`src/rtl/ascii_hex_to_byte.sv`:
```
// ascii_hex_to_byte: turns a stream of ASCII hex characters from uart_rx into
// bytes (two digits per byte, high nibble first). The decoded byte is offered
// through a valid/ready holding register; bad characters, lone digits,
// overflows and timeouts are handled in the character FSM below.
module ascii_hex_to_byte #(
  parameter bit          ALLOW_LOWER    = 1'b1,
  parameter bit          SINGLE_DIGIT   = 1'b0,
  parameter int unsigned TIMEOUT_CYCLES = 12_000_000
) (
  input  logic       CLK,
  input  logic       resetn,
  input  logic       rx_valid,
  input  logic [7:0] rx_data,
  output logic       out_valid,
  output logic [7:0] out_data,
  input  logic       out_ready,
  output logic       err_char,
  output logic       err_overflow,
  output logic       nibble_pending
);

  localparam logic [0:0] WAIT_HI = 1'b0;
  localparam logic [0:0] WAIT_LO = 1'b1;

  localparam int unsigned CNT_W = (TIMEOUT_CYCLES > 0) ? $clog2(TIMEOUT_CYCLES + 1) : 1;
  localparam logic [CNT_W-1:0] CNT_LAST =
    (TIMEOUT_CYCLES > 0) ? CNT_W'(TIMEOUT_CYCLES - 1) : '0;

  logic [0:0]       state, state_nx;
  logic [3:0]       hi, hi_nx;
  logic [CNT_W-1:0] cnt, cnt_nx;

  logic             is_digit, is_sep;
  logic [3:0]       digit;
  logic             complete, char_bad;
  logic [7:0]       byte_nx;

  // Classify the incoming character: hex digit value or separator.
  always_comb begin
    is_digit = 1'b0;
    is_sep   = 1'b0;
    digit    = '0;
    if (rx_data >= 8'h30 && rx_data <= 8'h39) begin
      is_digit = 1'b1;
      digit    = rx_data[3:0];
    end else if (rx_data >= 8'h41 && rx_data <= 8'h46) begin
      is_digit = 1'b1;
      digit    = rx_data[3:0] + 4'd9;
    end else if (ALLOW_LOWER && rx_data >= 8'h61 && rx_data <= 8'h66) begin
      is_digit = 1'b1;
      digit    = rx_data[3:0] + 4'd9;
    end
    case (rx_data)
      8'h20, 8'h09, 8'h0D, 8'h0A, 8'h2C: is_sep = 1'b1;
      default:                           is_sep = 1'b0;
    endcase
  end

  // Character FSM and WAIT_LO timeout; a strobe on the expiry cycle takes priority.
  always_comb begin
    state_nx = state;
    hi_nx    = hi;
    cnt_nx   = '0;
    complete = 1'b0;
    char_bad = 1'b0;
    byte_nx  = 8'h00;
    if (rx_valid) begin
      if (state == WAIT_HI) begin
        if (is_digit) begin
          hi_nx    = digit;
          state_nx = WAIT_LO;
        end else if (!is_sep) begin
          char_bad = 1'b1;
        end
      end else begin
        state_nx = WAIT_HI;
        hi_nx    = '0;
        if (is_digit) begin
          complete = 1'b1;
          byte_nx  = {hi, digit};
        end else if (is_sep && SINGLE_DIGIT) begin
          complete = 1'b1;
          byte_nx  = {4'h0, hi};
        end else begin
          char_bad = 1'b1;
        end
      end
    end else if (state == WAIT_LO && TIMEOUT_CYCLES > 0) begin
      if (cnt == CNT_LAST) begin
        state_nx = WAIT_HI;
        hi_nx    = '0;
      end else begin
        cnt_nx = cnt + 1'b1;
      end
    end
  end

  // FSM state, pending high nibble and timeout counter.
  always_ff @(posedge CLK or negedge resetn) begin
    if (!resetn) begin
      state <= WAIT_HI;
      hi    <= '0;
      cnt   <= '0;
    end else begin
      state <= state_nx;
      hi    <= hi_nx;
      cnt   <= cnt_nx;
    end
  end

  // Output holding register and registered error pulses.
  always_ff @(posedge CLK or negedge resetn) begin
    if (!resetn) begin
      out_valid    <= 1'b0;
      out_data     <= '0;
      err_char     <= 1'b0;
      err_overflow <= 1'b0;
    end else begin
      err_char     <= char_bad;
      err_overflow <= complete && out_valid && !out_ready;
      if (complete && (!out_valid || out_ready)) begin
        out_valid <= 1'b1;
        out_data  <= byte_nx;
      end else if (out_valid && out_ready) begin
        out_valid <= 1'b0;
      end
    end
  end

  assign nibble_pending = (state == WAIT_LO);

endmodule
```
`config.mk`:
```
export PLATFORM = sky130hd
export DESIGN_NAME = ascii_hex_to_byte
export DESIGN_NICKNAME = d
export VERILOG_FILES = /design/src/rtl/ascii_hex_to_byte.sv
export SDC_FILE = /design/constraint.sdc
export NUM_CORES = 1
export LEC_CHECK = 0
export CAP_MARGIN = 25
export CORE_UTILIZATION = 40
export CTS_CLUSTER_SIZE = 14
export DETAILED_ROUTE_END_ITERATION = 12
export MAX_ROUTING_LAYER = met4
export PLACE_DENSITY = 0.65
export SYNTH_ARGS = -nofsm -noshare
export SYNTH_HDL_FRONTEND = slang
export SYNTH_SLANG_ARGS = --single-unit
```
`constraint.sdc`:
```
create_clock -name CLK -period 2.3 [get_ports CLK]
set_input_delay 0.23 -clock CLK [delete_from_list [all_inputs] [get_ports CLK]]
set_output_delay 0.23 -clock CLK [all_outputs]
set_load 0.1 [all_outputs]
```
After elaboration in Yosys (flattened, before gate mapping)
Cells that the tools add are included.
{"block": "totals", "romBits": 0, "register_bits": 40, "latchBits": 0, "n_memories": 0, "wordCells": 69, "ram_bits": 0}
{"block": "op_classes", "shift": 0, "n_reduce_logical": 16, "add_sub_neg": 2, "n_lt_le_gt_ge": 6, "bitwise_logic": 0, "eq_ne": 6, "div_mod_pow": 0, "n_mul": 0, "muxes": 32}
{"operator": "$mux 24", "count": 3}
{"operator": "$mux 4", "count": 8}
{"operator": "$add 24x1->24 const B", "count": 1}
{"operator": "$eq 24x24->1 const B", "count": 1}
{"operator": "$eq 8x4->1 const B", "count": 3}
{"operator": "$mux 8", "count": 3}
{"operator": "$mux 1", "count": 18}
{"operator": "$eq 8x6->1 const B", "count": 2}
{"operator": "$ge 8x7->1 const B", "count": 2}
{"operator": "$le 8x7->1 const B", "count": 2}
{"operator": "$ge 8x6->1 const B", "count": 1}
{"operator": "$le 8x6->1 const B", "count": 1}
{"operator": "$reduce_bool 2->1", "count": 4}
{"operator": "$logic_and 1x1->1", "count": 7}
{"operator": "$reduce_or 5->1", "count": 1}
{"operator": "$add 4x4->4 const B", "count": 1}
{"operator": "$reduce_and 3->1", "count": 1}
{"operator": "$logic_not 1->1", "count": 2}
{"operator": "$logic_or 1x1->1", "count": 1}

Depth between registers and ports, before layout
{"block": "logic_depth", "word_depth": 10, "ltp_mapped": 8, "ltp_nobuf": 7}

Least setup slack after synthesis
OpenSTA, ideal clock, no wires.
{"block": "synth_path", "path_kind": "register to register", "startpoint": "register state (netlist: nibble_pending)", "endpoint": "register out_data[4]", "t_arrival_ns": 1.863, "stages_incl_launch_ff": 5, "slack_ns": 0.311, "cell_sequence": "dfrtp_1 -> nand2_1 -> nor3b_1 -> buf_4 -> mux2_2"}
{"block": "synth_between", "elab_chain_cells": 3}
{"item": "start: declaration", "line_no": "29", "rtl": "logic [0:0] state, state_nx;"}
{"item": "start signal: assignment", "line_no": "105", "rtl": "state <= state_nx;"}
{"item": "$mux 1", "line_no": "68", "rtl": "if (state == WAIT_HI) begin"}
{"item": "$mux 1", "line_no": "67", "rtl": "if (rx_valid) begin"}
{"item": "$logic_and 1x1->1", "line_no": "121", "rtl": "if (complete && (!out_valid || out_ready)) begin"}
{"item": "end signal: assignment", "line_no": "123", "rtl": "out_data <= byte_nx;"}
{"item": "end: declaration", "line_no": "15", "rtl": "output logic [7:0] out_data,"}
Several ways; a longest one is shown, not always the timed one.
A chain may end at the register's enable or synchronous reset.

Worst setup path after layout
{"block": "layout_path", "startpoint": "input rx_data[0]", "endpoint": "register out_data[7]"}
{"block": "layout_between", "elab_chain_cells": 9}
{"item": "start: declaration", "line_no": "13", "rtl": "input logic [7:0] rx_data,"}
{"item": "$ge 8x7->1 or $le 8x7->1 (tied branches)", "line_no": "49", "rtl": "end else if (ALLOW_LOWER && rx_data >= 8'h61 && rx_data <= 8'h66) begin"}
{"item": "$logic_and 1x1->1", "line_no": "49"}
{"item": "$mux 1", "line_no": "49"}
{"item": "$mux 1", "line_no": "46", "rtl": "end else if (rx_data >= 8'h41 && rx_data <= 8'h46) begin"}
{"item": "$mux 1 (*)", "line_no": "43", "rtl": "if (rx_data >= 8'h30 && rx_data <= 8'h39) begin"}
{"item": "$mux 1", "line_no": "78", "rtl": "if (is_digit) begin"}
{"item": "$mux 1", "line_no": "68"}
{"item": "$mux 1", "line_no": "67"}
{"item": "$logic_and 1x1->1", "line_no": "121"}
Every way passes the cells marked *; elsewhere a longest branch is shown, timed or not.

==> out/results.tsv <==
metric	value	unit
final_nets	253	
maxCapViolCount	0	
max_freq	0.517	GHz
grtUsageTotal	16.4	%
antenna_found_initial	0	
synthTopCellsByArea	dfrtp_1 49%, xnor2_1 6.9%, nor2_1 5.3%, nand3_1 3.4%, xor2_1 3.4%	
postCtsHoldBufs	0	
vias_per_cell	4.80	
worstSetupPathType	in -> reg	
die_area	5390	um2
maxSlewHeadroom	42.1	%
finalHoldViolations	0	
fin_skew	7.22	ps
tns	0	ps
grt_overflow_total	0	
synth_edf_count	0	
cts.sinks	40	
crit_path_end_kind	flip-flop	
route.detailed.drc	0	
cts_buffer_depth	2	
synth_top_area_share	49.0	%
cts_buffers	5	
finalCritPeriodShare	84.1	%
cts_root_buf	clkbuf_8	
p_per_area	645	nW/um2
yosysUniqueCellTypes	39	
hpwl	2730	um
outcome	completed	
first_iter_violations	65	
worstPathArrival	2120	ps
rows	25	
die_x	73.4	um
seq_area	1000	um2
slew_violations	0	
synth.avg_cell_area	10.2	um2
drt_pass1_iterations	4	
syn_nets	218	
numPortBuffers	23	
setup_viol	0	
ir_drop	464	uV
num_vias	1459	
drive_gt1_share	18.6	%
critPathLaunchType	input port	
p_total	1.60	mW
htreeDepth	2	
die_h	73.4	um
synth.yosys.seq_area_share	49.0	%
initial_core_util	42.4	%
gp_congestion	0.866	
async_reset_ff_share	100	%
grt_max_degree	41	
core-area	4820	um2
yosysWarnings	0	
synthesis.area	2040	um2
multi_input_area	957	um2
drtAntennaViolNets	0	
yosys.area.top_type	dfrtp_1	
grt_pass1_vias	1444	
required	2490	ps
drt-total-wl	3710	um
grt_setup_unrepaired	no	
crit_fanout	8	
post-cts-setup-buffers	0	
ys_ff_latch	40	
tightest_slew	868	ps
cts_resized	0	
worstHoldPathType	in -> async	
clk_pin_slew_worst_paths	80	ps
grt_first_pass_wirelength	6520	um
antennaDiodeCount	0	
areaGrowthSynthToFinish	21.3	%
fin_crit	1930	ps
ioPinCount	24	
p_leak	1.05	nW
wl_per_cell	12.2	um
fillers	457	
syn-instance-count	201	
ys.flop_type	dfrtp_1	
clk_latency	300	ps
cts_tree	yes	
reg2reg_depth	5	
area by class of cell:
type / instances / share of cell area [%]
clock buffers: 5 / 2.78
well taps: 67 / 3.39
inverters: 13 / 1.97
repair buffers: 33 / 10.9
multi-input cells: 143 / 38.7
clock inverters: 3 / 1.87
flip-flops and latches: 40 / 40.4
layer usage:
| metal | global-route usage (%) | part of all wire [%] |
|---|---|---|
| met1 | 21.8 | 51 |
| met3 | 4.12 | 3.2 |
| met2 | 24.3 | 45 |
| met5 | - | 0 |
| met4 | 6.41 | 1.4 |
worst max-delay path, cell delays in order:
cell and delay (ps):
clkdlybuf4s50_1 530, inv_1 80, ha_1 240, or3b_1 190, a31oi_2 90, nor3b_1 210, buf_4 210, mux2_2 340
kinds of logic after synthesis:
| group | count (synthesis) | share of synthesized area [%] |
|---|---|---|
| adder cells (fa/ha/maj) | 5 | 3.07 |
| flip-flops | 40 | 49.0 |
| multiplexers | 9 | 4.66 |
| AND/OR/NAND/NOR | 86 | 22.9 |
| AO/OA/AOI/OAI | 19 | 5.95 |
| XOR/XNOR | 24 | 10.3 |
| buffers and inverters | 18 | 4.05 |
Yosys cell counts (4+ instances only):
| library cell | instances |
|---|---|
| nand3_1 | 14 |
| xnor2_1 | 16 |
| o21ai_0 | 6 |
| mux2_2 | 4 |
| o22ai_1 | 4 |
| mux2i_1 | 5 |
| nand2_1 | 11 |
| dfrtp_1 | 40 |
| xor2_1 | 8 |
| nor4_1 | 4 |
| nor2_1 | 29 |
| inv_1 | 13 |
| and3_1 | 7 |
| ha_1 | 5 |
cells in the final DEF (no fill, tap or decap), types with 2 or more instances in the layout:
cell,netlist,layout
a21oi_1,3,3
nor2_1,29,29
clkdlybuf4s50_1,0,10
ha_1,5,5
dfrtp_1,40,40
nor3_2,3,3
clkbuf_8,0,5
mux2_2,4,4
buf_4,1,22
xor2_1,8,8
nand4_1,3,3
nor4b_1,2,2
o22ai_1,4,4
nand3_1,14,14
nor4_1,4,4
xnor2_1,16,16
and3_1,7,7
inv_1,13,13
nor3b_1,2,2
o21ai_0,6,6
nand2_1,11,11
mux2i_1,5,5
flip-flops by register name, indices dropped and copies added (netlist names):
| name | cells |
|---|---|
| err_overflow | 1 |
| err_char | 1 |
| cnt | 24 |
| out_data | 8 |
| out_valid | 1 |
| hi | 4 |
| nibble_pending | 1 |
metrics by stage:
step                      util (%)  worst slack (ps)  instances  hold WS, ps  cell area (um2)
after CTS                     51.4               365        304         75.2             2480
after floorplan                  -               311        201        -65.6             2040
after global placement        49.0              98.7        296          399             2360
after global routing          51.4               243        304          124             2480
final                         51.4               365        304         48.3             2480
after detailed placement      49.0              49.1        296          408             2360
where the power goes:
part	total [mW]	internal, mW	switching [mW]	leakage, nW
Combinational	0.267	0.0743	0.193	0.465
Sequential	0.755	0.737	0.0184	0.532
Clock	0.576	0.326	0.249	0.0548
Total	1.60	1.14	0.460	1.05
path summary, 6_finish.rpt:
check,startpoint,endpoint,slack (ps)
worst min-delay path,resetn,cnt[12],50
worst max register to register,cnt[10],hi[0],560
max in group asynchronous,resetn,cnt[14],1710
worst min register to register,cnt[0],cnt[0],460
min in group CLK,cnt[0],cnt[0],460
worst max-delay path,rx_data[0],out_data[7],370
No activity file was read; power rests on OpenSTA's default activity.
